## src/rtl/io_blocks_pkg.sv

```systemverilog
// io_blocks_pkg: shared widths, scan FSM state encoding and the tap-quality
// test used by the link delay scanner.
//   DELAY_W  IDELAY tap width
//   ERR_W    bit-align error counter width
//   EYE_W    eye width / run length width (scan points)
package io_blocks_pkg;

    localparam int unsigned DELAY_W = 9;
    localparam int unsigned ERR_W   = 16;
    localparam int unsigned EYE_W   = 10;

    typedef enum logic [3:0] {
        S_IDLE,
        S_SEL,
        S_SET,
        S_WAIT_RDY,
        S_CLR,
        S_DWELL,
        S_SAMPLE,
        S_CENTER,
        S_CENTER_WAIT,
        S_FIN
    } scan_state_t;

    // A saturated counter never counts as good, even with a wide-open threshold.
    function automatic logic is_good_tap(input logic [ERR_W-1:0] err,
                                         input logic [ERR_W-1:0] thr);
        return (err <= thr) && (err != {ERR_W{1'b1}});
    endfunction

endpackage

```

## src/rtl/link_delay_scanner_if.sv

```systemverilog
// link_delay_scanner_if: delay-control bus between the scanner and the
// differential input block.
//   delay_set         one-hot load strobe per link
//   delay_in          tap value shared by all links
//   reset_counters    one-hot error-counter clear per link
//   delay_ready       per-link delay-settled flag
//   bit_align_errors  per-link error counters, link i at [ERR_W*i +: ERR_W]
// master = scanner side, slave = input-block side.
interface link_delay_scanner_if
    import io_blocks_pkg::*;
#(
    parameter int unsigned NLINKS = 12
);
    logic [NLINKS-1:0]       delay_set;
    logic [DELAY_W-1:0]      delay_in;
    logic [NLINKS-1:0]       reset_counters;
    logic [NLINKS-1:0]       delay_ready;
    logic [NLINKS*ERR_W-1:0] bit_align_errors;

    modport master (
        output delay_set,
        output delay_in,
        output reset_counters,
        input  delay_ready,
        input  bit_align_errors
    );

    modport slave (
        input  delay_set,
        input  delay_in,
        input  reset_counters,
        output delay_ready,
        output bit_align_errors
    );
endinterface

```

## src/rtl/eye_window_tracker.sv

```systemverilog
// eye_window_tracker: follows the current run of good scan points and keeps
// the longest run seen so far (earliest wins on a tie).
//   clk160, rst       clock, synchronous active-high reset
//   clear_i           forget run and best (start of a new link)
//   sample_valid_i    one scan point is being judged this cycle
//   good_i, last_i    verdict for the point, and whether it is the final tap
//   tap_i             tap value of the point
//   best_start_o      first tap of the best window
//   best_len_o        best window length in scan points
module eye_window_tracker
    import io_blocks_pkg::*;
(
    input  logic               clk160,
    input  logic               rst,
    input  logic               clear_i,
    input  logic               sample_valid_i,
    input  logic               good_i,
    input  logic               last_i,
    input  logic [DELAY_W-1:0] tap_i,
    output logic [DELAY_W-1:0] best_start_o,
    output logic [EYE_W-1:0]   best_len_o
);

    logic [DELAY_W-1:0] run_start_q, run_start_d;
    logic [EYE_W-1:0]   run_len_q,   run_len_d;
    logic [DELAY_W-1:0] best_start_q, best_start_d;
    logic [EYE_W-1:0]   best_len_q,   best_len_d;
    logic [DELAY_W-1:0] cand_start;
    logic [EYE_W-1:0]   cand_len;

    // Candidate is the run as it stands after this point; it is offered to
    // best when the run ends (bad point) or the sweep ends (last point).
    always_comb begin
        run_start_d  = run_start_q;
        run_len_d    = run_len_q;
        best_start_d = best_start_q;
        best_len_d   = best_len_q;
        cand_start   = run_start_q;
        cand_len     = run_len_q;
        if (clear_i) begin
            run_start_d  = '0;
            run_len_d    = '0;
            best_start_d = '0;
            best_len_d   = '0;
        end else if (sample_valid_i) begin
            if (good_i) begin
                cand_len    = run_len_q + EYE_W'(1);
                cand_start  = (run_len_q == '0) ? tap_i : run_start_q;
                run_len_d   = cand_len;
                run_start_d = cand_start;
            end else begin
                run_len_d = '0;
            end
            if ((!good_i || last_i) && (cand_len > best_len_q)) begin
                best_start_d = cand_start;
                best_len_d   = cand_len;
            end
        end
    end

    always_ff @(posedge clk160) begin
        if (rst) begin
            run_start_q  <= '0;
            run_len_q    <= '0;
            best_start_q <= '0;
            best_len_q   <= '0;
        end else begin
            run_start_q  <= run_start_d;
            run_len_q    <= run_len_d;
            best_start_q <= best_start_d;
            best_len_q   <= best_len_d;
        end
    end

    assign best_start_o = best_start_q;
    assign best_len_o   = best_len_q;

endmodule

```

## src/rtl/link_delay_scanner.sv

```systemverilog
// link_delay_scanner: per-link input-delay calibration sequencer. Sweeps each
// masked link's tap range, judges every scan point from the link's error
// counter, then programs the centre of the widest error-free window.
//   clk160, rst        clock, synchronous active-high reset
//   start, link_mask   start pulse and links to scan (latched on accept)
//   err_threshold      largest error count still judged good
//   dwell_cycles       accumulation time per tap (0 behaves as 1)
//   busy, done         scan in progress / one-cycle completion pulse
//   link_ok            window found and centred
//   link_timeout       delay_ready never came back
//   delay_result       centre tap per link, DELAY_W bits each
//   eye_width          window width per link in scan points, EYE_W bits each
//   lnk                delay-control bus (master side)
// Optional SCAN_HISTOGRAM_EN adds a 64x16 error histogram of the most recently
// scanned link, read through hist_raddr/hist_rdata (1-cycle latency), with
// hist_link naming the link it belongs to.
module link_delay_scanner
    import io_blocks_pkg::*;
#(
    parameter int unsigned NLINKS      = 12,
    parameter int unsigned TAP_STEP    = 8,
    parameter int unsigned MAX_TAP     = 511,
    parameter int unsigned RDY_TIMEOUT = 4096
) (
    input  logic                      clk160,
    input  logic                      rst,
    input  logic                      start,
    input  logic [NLINKS-1:0]         link_mask,
    input  logic [ERR_W-1:0]          err_threshold,
    input  logic [15:0]               dwell_cycles,
    output logic                      busy,
    output logic                      done,
    output logic [NLINKS-1:0]         link_ok,
    output logic [NLINKS-1:0]         link_timeout,
    output logic [NLINKS*DELAY_W-1:0] delay_result,
    output logic [NLINKS*EYE_W-1:0]   eye_width,
`ifdef SCAN_HISTOGRAM_EN
    input  logic [5:0]                hist_raddr,
    output logic [15:0]               hist_rdata,
    output logic [3:0]                hist_link,
`endif
    link_delay_scanner_if.master      lnk
);

    localparam int unsigned LINK_W = (NLINKS > 1) ? $clog2(NLINKS) : 1;
    localparam int unsigned TMO_W  = $clog2(RDY_TIMEOUT + 1);

    scan_state_t               state_q;
    logic [NLINKS-1:0]         pend_q;
    logic [LINK_W-1:0]         cur_q;
    logic [DELAY_W-1:0]        tap_q;
    logic [TMO_W-1:0]          rdy_cnt_q;
    logic [15:0]               dwell_cnt_q;
    logic                      busy_q;
    logic                      done_q;
    logic [NLINKS-1:0]         delay_set_q;
    logic [DELAY_W-1:0]        delay_in_q;
    logic [NLINKS-1:0]         reset_counters_q;
    logic [NLINKS-1:0]         link_ok_q;
    logic [NLINKS-1:0]         link_timeout_q;
    logic [NLINKS*DELAY_W-1:0] delay_result_q;
    logic [NLINKS*EYE_W-1:0]   eye_width_q;

    logic                      found;
    logic [LINK_W-1:0]         found_idx;
    logic [NLINKS-1:0]         onehot;
    logic [ERR_W-1:0]          err_cur;
    logic                      tap_good;
    logic [DELAY_W:0]          tap_nxt;
    logic                      tap_last;
    logic [15:0]               dwell_eff;
    logic [DELAY_W-1:0]        best_start;
    logic [EYE_W-1:0]          best_len;
    logic [DELAY_W-1:0]        centre;

    // Lowest pending link.
    always_comb begin
        found     = 1'b0;
        found_idx = '0;
        for (int l = int'(NLINKS) - 1; l >= 0; l--) begin
            if (pend_q[l]) begin
                found     = 1'b1;
                found_idx = LINK_W'(l);
            end
        end
    end

    always_comb begin
        onehot        = '0;
        onehot[cur_q] = 1'b1;
    end

    assign err_cur   = lnk.bit_align_errors[32'(cur_q) * ERR_W +: ERR_W];
    assign tap_good  = is_good_tap(err_cur, err_threshold);
    // One bit wider than a tap so the sweep stops instead of wrapping to 0.
    assign tap_nxt   = (DELAY_W+1)'(tap_q) + (DELAY_W+1)'(TAP_STEP);
    assign tap_last  = tap_nxt > (DELAY_W+1)'(MAX_TAP);
    assign dwell_eff = (dwell_cycles == 16'd0) ? 16'd1 : dwell_cycles;

    // Centre of the best window, evaluated in 12 bits then cut to a tap.
    assign centre = (best_len == '0) ? '0 :
                    DELAY_W'(12'(best_start) +
                             (((12'(best_len) - 12'd1) * 12'(TAP_STEP)) >> 1));

    eye_window_tracker u_tracker (
        .clk160         (clk160),
        .rst            (rst),
        .clear_i        (state_q == S_SEL),
        .sample_valid_i (state_q == S_SAMPLE),
        .good_i         (tap_good),
        .last_i         (tap_last),
        .tap_i          (tap_q),
        .best_start_o   (best_start),
        .best_len_o     (best_len)
    );

    // Scan sequencer; strobes default low every cycle so each is a 1-cycle pulse.
    always_ff @(posedge clk160) begin
        if (rst) begin
            state_q          <= S_IDLE;
            pend_q           <= '0;
            cur_q            <= '0;
            tap_q            <= '0;
            rdy_cnt_q        <= '0;
            dwell_cnt_q      <= '0;
            busy_q           <= 1'b0;
            done_q           <= 1'b0;
            delay_set_q      <= '0;
            delay_in_q       <= '0;
            reset_counters_q <= '0;
            link_ok_q        <= '0;
            link_timeout_q   <= '0;
            delay_result_q   <= '0;
            eye_width_q      <= '0;
        end else begin
            delay_set_q      <= '0;
            reset_counters_q <= '0;
            done_q           <= 1'b0;
            unique case (state_q)
                S_IDLE: begin
                    if (start) begin
                        pend_q  <= link_mask;
                        busy_q  <= 1'b1;
                        state_q <= S_SEL;
                        for (int unsigned l = 0; l < NLINKS; l++) begin
                            if (link_mask[l]) begin
                                link_ok_q[l]                         <= 1'b0;
                                link_timeout_q[l]                    <= 1'b0;
                                delay_result_q[l*DELAY_W +: DELAY_W] <= '0;
                                eye_width_q[l*EYE_W +: EYE_W]        <= '0;
                            end
                        end
                    end
                end
                S_SEL: begin
                    if (found) begin
                        cur_q             <= found_idx;
                        pend_q[found_idx] <= 1'b0;
                        tap_q             <= '0;
                        state_q           <= S_SET;
                    end else begin
                        done_q  <= 1'b1;
                        state_q <= S_FIN;
                    end
                end
                S_SET: begin
                    delay_in_q  <= tap_q;
                    delay_set_q <= onehot;
                    rdy_cnt_q   <= '0;
                    state_q     <= S_WAIT_RDY;
                end
                // The first wait cycle is the load cycle itself; a stale ready
                // from the previous tap must not be taken there.
                S_WAIT_RDY, S_CENTER_WAIT: begin
                    if ((rdy_cnt_q != '0) && lnk.delay_ready[cur_q]) begin
                        state_q <= (state_q == S_WAIT_RDY) ? S_CLR : S_SEL;
                    end else if (rdy_cnt_q == TMO_W'(RDY_TIMEOUT - 1)) begin
                        link_timeout_q[cur_q] <= 1'b1;
                        link_ok_q[cur_q]      <= 1'b0;
                        state_q               <= S_SEL;
                    end else begin
                        rdy_cnt_q <= rdy_cnt_q + 1'b1;
                    end
                end
                S_CLR: begin
                    reset_counters_q <= onehot;
                    dwell_cnt_q      <= dwell_eff - 16'd1;
                    state_q          <= S_DWELL;
                end
                S_DWELL: begin
                    if (dwell_cnt_q == 16'd0) begin
                        state_q <= S_SAMPLE;
                    end else begin
                        dwell_cnt_q <= dwell_cnt_q - 16'd1;
                    end
                end
                S_SAMPLE: begin
                    if (tap_last) begin
                        state_q <= S_CENTER;
                    end else begin
                        tap_q   <= DELAY_W'(tap_nxt);
                        state_q <= S_SET;
                    end
                end
                S_CENTER: begin
                    delay_in_q                               <= centre;
                    delay_set_q                              <= onehot;
                    link_ok_q[cur_q]                         <= (best_len != '0);
                    delay_result_q[cur_q*DELAY_W +: DELAY_W] <= centre;
                    eye_width_q[cur_q*EYE_W +: EYE_W]        <= best_len;
                    rdy_cnt_q                                <= '0;
                    state_q                                  <= S_CENTER_WAIT;
                end
                S_FIN: begin
                    busy_q  <= 1'b0;
                    state_q <= S_IDLE;
                end
                default: state_q <= S_IDLE;
            endcase
        end
    end

    assign busy               = busy_q;
    assign done               = done_q;
    assign link_ok            = link_ok_q;
    assign link_timeout       = link_timeout_q;
    assign delay_result       = delay_result_q;
    assign eye_width          = eye_width_q;
    assign lnk.delay_set      = delay_set_q;
    assign lnk.delay_in       = delay_in_q;
    assign lnk.reset_counters = reset_counters_q;

`ifdef SCAN_HISTOGRAM_EN
    logic [15:0] hist_mem [64];
    logic [15:0] hist_rdata_q;

    // Indexed by scan point; contents are not cleared by reset.
    always_ff @(posedge clk160) begin
        if (state_q == S_SAMPLE) begin
            hist_mem[6'(32'(tap_q) / TAP_STEP)] <= err_cur;
        end
        hist_rdata_q <= hist_mem[hist_raddr];
    end

    assign hist_rdata = hist_rdata_q;
    assign hist_link  = 4'(cur_q);
`endif

endmodule
```

## src/flat_wrapper.sv

```systemverilog
// flat-port wrapper written by rule: the top's interface ports become plain ports
module link_delay_scanner_flat import io_blocks_pkg::*;
#(
    parameter int unsigned NLINKS      = 12,
    parameter int unsigned TAP_STEP    = 8,
    parameter int unsigned MAX_TAP     = 511,
    parameter int unsigned RDY_TIMEOUT = 4096
)
  (clk160, rst, start, link_mask, err_threshold, dwell_cycles, busy, done, link_ok, link_timeout, delay_result, eye_width, lnk_delay_set, lnk_delay_in, lnk_reset_counters, lnk_delay_ready, lnk_bit_align_errors);
  link_delay_scanner_if #(.NLINKS(NLINKS)) lnk_i ();
  input  logic clk160;
  input  logic rst;
  input  logic start;
  input  logic [NLINKS-1:0] link_mask;
  input  logic [ERR_W-1:0] err_threshold;
  input  logic [15:0] dwell_cycles;
  output logic busy;
  output logic done;
  output logic [NLINKS-1:0] link_ok;
  output logic [NLINKS-1:0] link_timeout;
  output logic [NLINKS*DELAY_W-1:0] delay_result;
  output logic [NLINKS*EYE_W-1:0] eye_width;
  output wire logic [$bits(lnk_i.delay_set)-1:0] lnk_delay_set;
  output wire logic [$bits(lnk_i.delay_in)-1:0] lnk_delay_in;
  output wire logic [$bits(lnk_i.reset_counters)-1:0] lnk_reset_counters;
  input wire logic [$bits(lnk_i.delay_ready)-1:0] lnk_delay_ready;
  input wire logic [$bits(lnk_i.bit_align_errors)-1:0] lnk_bit_align_errors;
  assign lnk_delay_set = lnk_i.delay_set;
  assign lnk_delay_in = lnk_i.delay_in;
  assign lnk_reset_counters = lnk_i.reset_counters;
  assign lnk_i.delay_ready = lnk_delay_ready;
  assign lnk_i.bit_align_errors = lnk_bit_align_errors;
  link_delay_scanner #(.NLINKS(NLINKS), .TAP_STEP(TAP_STEP), .MAX_TAP(MAX_TAP), .RDY_TIMEOUT(RDY_TIMEOUT)) u_core (.clk160(clk160), .rst(rst), .start(start), .link_mask(link_mask), .err_threshold(err_threshold), .dwell_cycles(dwell_cycles), .busy(busy), .done(done), .link_ok(link_ok), .link_timeout(link_timeout), .delay_result(delay_result), .eye_width(eye_width), .lnk(lnk_i));
endmodule
```

## config.mk

```make
export PLATFORM = sky130hd
export DESIGN_NAME = link_delay_scanner_flat
export DESIGN_NICKNAME = d
export VERILOG_FILES = /design/src/rtl/io_blocks_pkg.sv /design/src/rtl/link_delay_scanner_if.sv /design/src/rtl/eye_window_tracker.sv /design/src/rtl/link_delay_scanner.sv /design/src/flat_wrapper.sv
export SDC_FILE = /design/constraint.sdc
export NUM_CORES = 1
export LEC_CHECK = 0
export CAP_MARGIN = 5
export CORE_AREA = 2 2 207 209
export DETAILED_ROUTE_END_ITERATION = 10
export DIE_AREA = 0 0 209 211
export PLACE_DENSITY = 0.81
export SLEW_MARGIN = 40
export SYNTH_ARGS = -nofsm -noshare
export SYNTH_HDL_FRONTEND = slang
export SYNTH_SLANG_ARGS = --single-unit
```

## constraint.sdc

```tcl
create_clock -name clk160 -period 17.4 [get_ports clk160]
set_input_delay 3.48 -clock clk160 [delete_from_list [all_inputs] [get_ports clk160]]
set_output_delay 3.48 -clock clk160 [all_outputs]
set_load 0.03 [all_outputs]
```

==> metrics.md <==
| Metric | Value |
|---|---|
| DIE WIDTH | ~210 um |
| Starting density of the core | 0.497 |
| Count of inserted antenna diode cells | 0 |
| Area of combinational cells with multiple inputs | roughly 12000 um2 |
| Final cell count without fillers | roughly 3600 |
| Growth of design area from synthesis to finish | 33.9% |
| Worst min-delay path endpoint | u_core.u_tracker.run_start_q[1]$_SDFFE_PP0P_ |
| Core area | between 40000 and 50000 um2 |
| Setup tns final | 0 ns |
| Area fraction of the dominant cell type after synthesis | 0.367 |
| Count of flip-flops with a built-in enable after synthesis | 0 |
| GPL Wtd Cong | 0.971 |
| Static leakage | about 0.0096 uW |
| Antenna-violating nets left | 0 |
| PnR worst setup slack | approximately 8.6 ns |
| Post-CTS setup buffers | 0 |
| Worst reg2reg path startpoint | u_core.cur_q[0]$_SDFFE_PP0P_ |
| Syn. warnings | 0 |
| CTS root buf | sky130_fd_sc_hd__clkbuf_16 |
| Hold-fix buffer count after cts | 0 |
| Slowest cell delay on critical path | ~0.70 ns |
| Slowest cell on crit path | sky130_fd_sc_hd__or3_1 |
| DR DRC count | 0 |
| Share of the synthesized netlist area taken by xor and xnor gates | 0.0152 |
| Via count | 23200 |
| Largest voltage drop on the vdd net | between 0.0001 and 0.00015 V |
| Clk Latency, worst-skew pair | 0.59 ns |
| Mapped Nets | roughly 2900 |
| Number of antenna violations at the first check in global routing | 2 |
| Synth top area cells | sky130_fd_sc_hd__dfxtp_1 (37%), sky130_fd_sc_hd__nor2_1 (6.5%), sky130_fd_sc_hd__nand2_1 (5.5%) |
| Max-slew headroom at the worst pin | 0.399 |
| Final routed wirelength across all metal layers | 86.1 mm |
| Summed area of non-filler cells in the final layout | between 20000 and 30000 um2 |
| Area of placed instances | about 26000 um2 |
| Ordered cell list for the critical path | clkdlybuf4s50_1, mux4_1, a22oi_1, nand2_1, ha_1, nand4_1, or2_2, nor3_1, nor2_1, or3_1, inv_4, nand2_1, xnor2_1, ha_1, a21o_1, a21o_1, a21oi_1, o211a_1, nor2_1, o21ai_4, a2111oi_0 |
| Share of the synthesized area in compound gates (AO/OA/AOI/OAI) | 0.202 |
| Boundary Pins | roughly 540 |
| Number of resized instances in the post-cts repair step | 0 |
| Via density per instance | about 6.4 |
| Flip-flop and latch area | around 7600 um2 |
| Data required time of the worst path | 17.85 ns |
| Data arrival time of the worst path | between 9 and 10 ns |
| Number of placement rows | between 70 and 80 |
| Number of global-route vias before repair | ~22000 |
| R2R depth | 21 |
| Die height | approximately 210 um |
| Layout cell share with drive strength beyond 1 | 0.0657 |
| Total congestion overflow after global routing | 0 |
| Maximum number of pins on one net before global-route repair | about 120 |
| Max-capacitance violation count | 0 |
| First drt pass iteration count | 9 |
| Most frequently used cell type in the post-synthesis netlist | sky130_fd_sc_hd__dfxtp_1 |
| Fill cell total of the finished layout | between 3000 and 4000 |
| Unrepaired setup endpoints after global routing | false |
| Slew of the pin with the lowest slew margin | approximately 0.90 ns |
| Proportion of register bits with asynchronous set or reset after synthesis | 0 |
| Most common library cells after synthesis | sky130_fd_sc_hd__dfxtp_1 (380), sky130_fd_sc_hd__nor2_1 (359), sky130_fd_sc_hd__nand2_1 (306) |
| Number of endpoints failing setup at the final stage | 0 |
| Final number of max-transition violations | 0 |
| Type of the worst min-delay path | flip-flop to flip-flop |
| First-pass GRT wire length | roughly 130 mm |
| Worst slack, placed | about 8.1 ns |
| Clock Sinks | 380 |
| Nature of the critical path endpoint | flip-flop |
| Clock tree from TritonCTS | yes |
| Dominant combinational cell family by area after synthesis | simple AND/OR/NAND/NOR gates |
| H-Tree Level Count | 2 |
| Number of library cell types mapped by synthesis | a little over 80 |
| Clock skew after layout | 0.0296 ns |
| Count of buffers from port buffering | between 500 and 600 |
| Clock tree buffer depth | 3 |
| Synth Register Bits | 380 |
| Multiplexer fraction of the synthesized cell area | 0.0723 |
| Post-layout nets | approximately 3400 |
| Cell type with the largest total area after synthesis | sky130_fd_sc_hd__dfxtp_1 |
| GR Util All Layers | 0.378 |
| Most frequently used flop master after synthesis | sky130_fd_sc_hd__dfxtp_1 |
| Post-layout minimum cycle time | roughly 8.8 ns |
| Reg clk slew, reported paths | ~0.06 ns |
| Cell area power density | approximately 120 nW/um2 |
| Final Cycle Share | 0.504 |
| Mapped Area | ~21000 um2 |
| HPWL after DPL | 64.3 mm |
| Die area | between 40000 and 50000 um2 |
| Count of placed standard cells including taps | roughly 3600 |
| CTS Buf Count | 41 |
| Per-cell routed wire length | ~24 um |
| Reg2reg end | u_core.u_tracker.best_len_o[2]$_SDFFE_PP0P_ |
| Status | finished, final reports clean |
| Minimum setup slack among reg-to-reg paths | 10.47 ns |
| Maximum clock frequency | about 110 MHz |
| Critical path start-end classification | input port to flip-flop |
| Post-synthesis average cell area | ~7.9 um2 |
| Register area share after synthesis | 0.367 |
| Post-synthesis share of cell area spent on and, or, nand and nor gates | 0.257 |
| Hold path startpoint | u_core.u_tracker.run_start_q[1]$_SDFFE_PP0P_ |
| Fin. Hold Viols | 0 |
| Synth Area in Adders | 0.0345 |
| Startpoint kind of the worst setup timing path | input port |
| Worst hold path stage count | 2 |
| Cells after Synth | about 2600 |
| Largest fanout on the critical path | 26 |
| DRT iter0 DRCs | around 3000 |
[layout by cell type (no fill, tap or decap), types with 33 or more instances in the layout]
cell                              count
sky130_fd_sc_hd__nor2_1             354
sky130_fd_sc_hd__o21ai_0             94
sky130_fd_sc_hd__ha_1                54
sky130_fd_sc_hd__a21oi_1            206
sky130_fd_sc_hd__nand4_1             35
sky130_fd_sc_hd__dfxtp_1            378
sky130_fd_sc_hd__nand3_1            184
sky130_fd_sc_hd__a32oi_1             42
sky130_fd_sc_hd__mux4_2              49
sky130_fd_sc_hd__o22ai_1             38
sky130_fd_sc_hd__inv_1               77
sky130_fd_sc_hd__nand2_1            303
sky130_fd_sc_hd__clkdlybuf4s50_1    536
sky130_fd_sc_hd__nor3_1              61
sky130_fd_sc_hd__clkbuf_16           42
sky130_fd_sc_hd__and3_1              35
sky130_fd_sc_hd__buf_4               33
sky130_fd_sc_hd__a31oi_1             85
[final cells by class]
class	instances	share of cell area
tap	539	0.0243
sequential	380	0.274
clock inverter	12	0.00698
inverter	78	0.0106
clock buffer	59	0.0419
multi-input combinational	1986	0.438
timing repair buffer	573	0.204
[worst max-delay path by stage]
stage | startpoint | end | slack [ns] | cells past startpoint
after global routing | lnk_bit_align_errors[137] | u_core.u_tracker.best_len_o[2]$_SDFFE_PP0P_ | 8.04 | 21
after floorplan | lnk_bit_align_errors[157] | u_core.u_tracker.best_len_o[5]$_SDFFE_PP0P_ | 9.18 | 24
after CTS | lnk_bit_align_errors[137] | u_core.u_tracker.best_len_o[7]$_SDFFE_PP0P_ | 8.64 | 21
after detailed placement | lnk_bit_align_errors[137] | u_core.u_tracker.best_len_o[7]$_SDFFE_PP0P_ | 8.05 | 21
after global placement | lnk_bit_align_errors[185] | u_core.u_tracker.best_len_o[6]$_SDFFE_PP0P_ | 8.20 | 22
final | lnk_bit_align_errors[137] | u_core.u_tracker.best_len_o[2]$_SDFFE_PP0P_ | 8.63 | 21
[power by group]
| part | switching, uW | internal (uW) |
|---|---|---|
| logic | 1120 | 470 |
| clock network | 374 | 528 |
| registers | 42.1 | 889 |
[worst max-delay path, delay by kind of cell]
kind | cells | cell delay (ns)
xor+xnor | 1 | 0.14
fa+ha+maj | 2 | 0.66
mux | 1 | 0.50
simple gates | 8 | 2.16
compound gates | 7 | 1.44
buf+inv | 2 | 0.82
[cell families (layout without fill, tap and decap cells)]
family	after synthesis	count (layout)
and+or+nand+nor	1148	1148
buffers and inverters	267	722
adders and majority gates	56	56
AOI/OAI and AO/OA	661	661
xor gates and xnor gates	36	36
muxes	85	85
DFF	380	380
[through the flow]
step,util,power (uW),hold WS [ns]
after global routing,0.665,3560,0.454
after floorplan,-,2000,0.410
after global placement,0.630,2410,0.418
after detailed placement,0.632,2460,0.422
final,0.665,3420,0.435
after CTS,0.664,3350,0.435
[sequential cells by signal, summed over array words and instances (netlist names), 12 cells and up]
| signal | count |
|---|---|
| u_core.eye_width | 120 |
| u_core.delay_result | 108 |
| u_core.dwell_cnt_q | 16 |
| u_core.rdy_cnt_q | 13 |
| u_core.link_ok | 12 |
| u_core.link_timeout | 12 |
| u_core.lnk.delay_set | 12 |
| u_core.lnk.reset_counters | 12 |
| u_core.pend_q | 12 |
[layer usage]
metal  GRT usage  vias to the layer above  wire length, um  share of wire
met1       0.487                    11000            34000           0.40
met5           0                        -               23        0.00027
met3      0.0917                      294             9250           0.11
li1            -                    10400                -              -
met4       0.185                        4             4350          0.050
met2       0.594                     1491            38400           0.45
No activity file was read; power rests on OpenSTA's default activity.
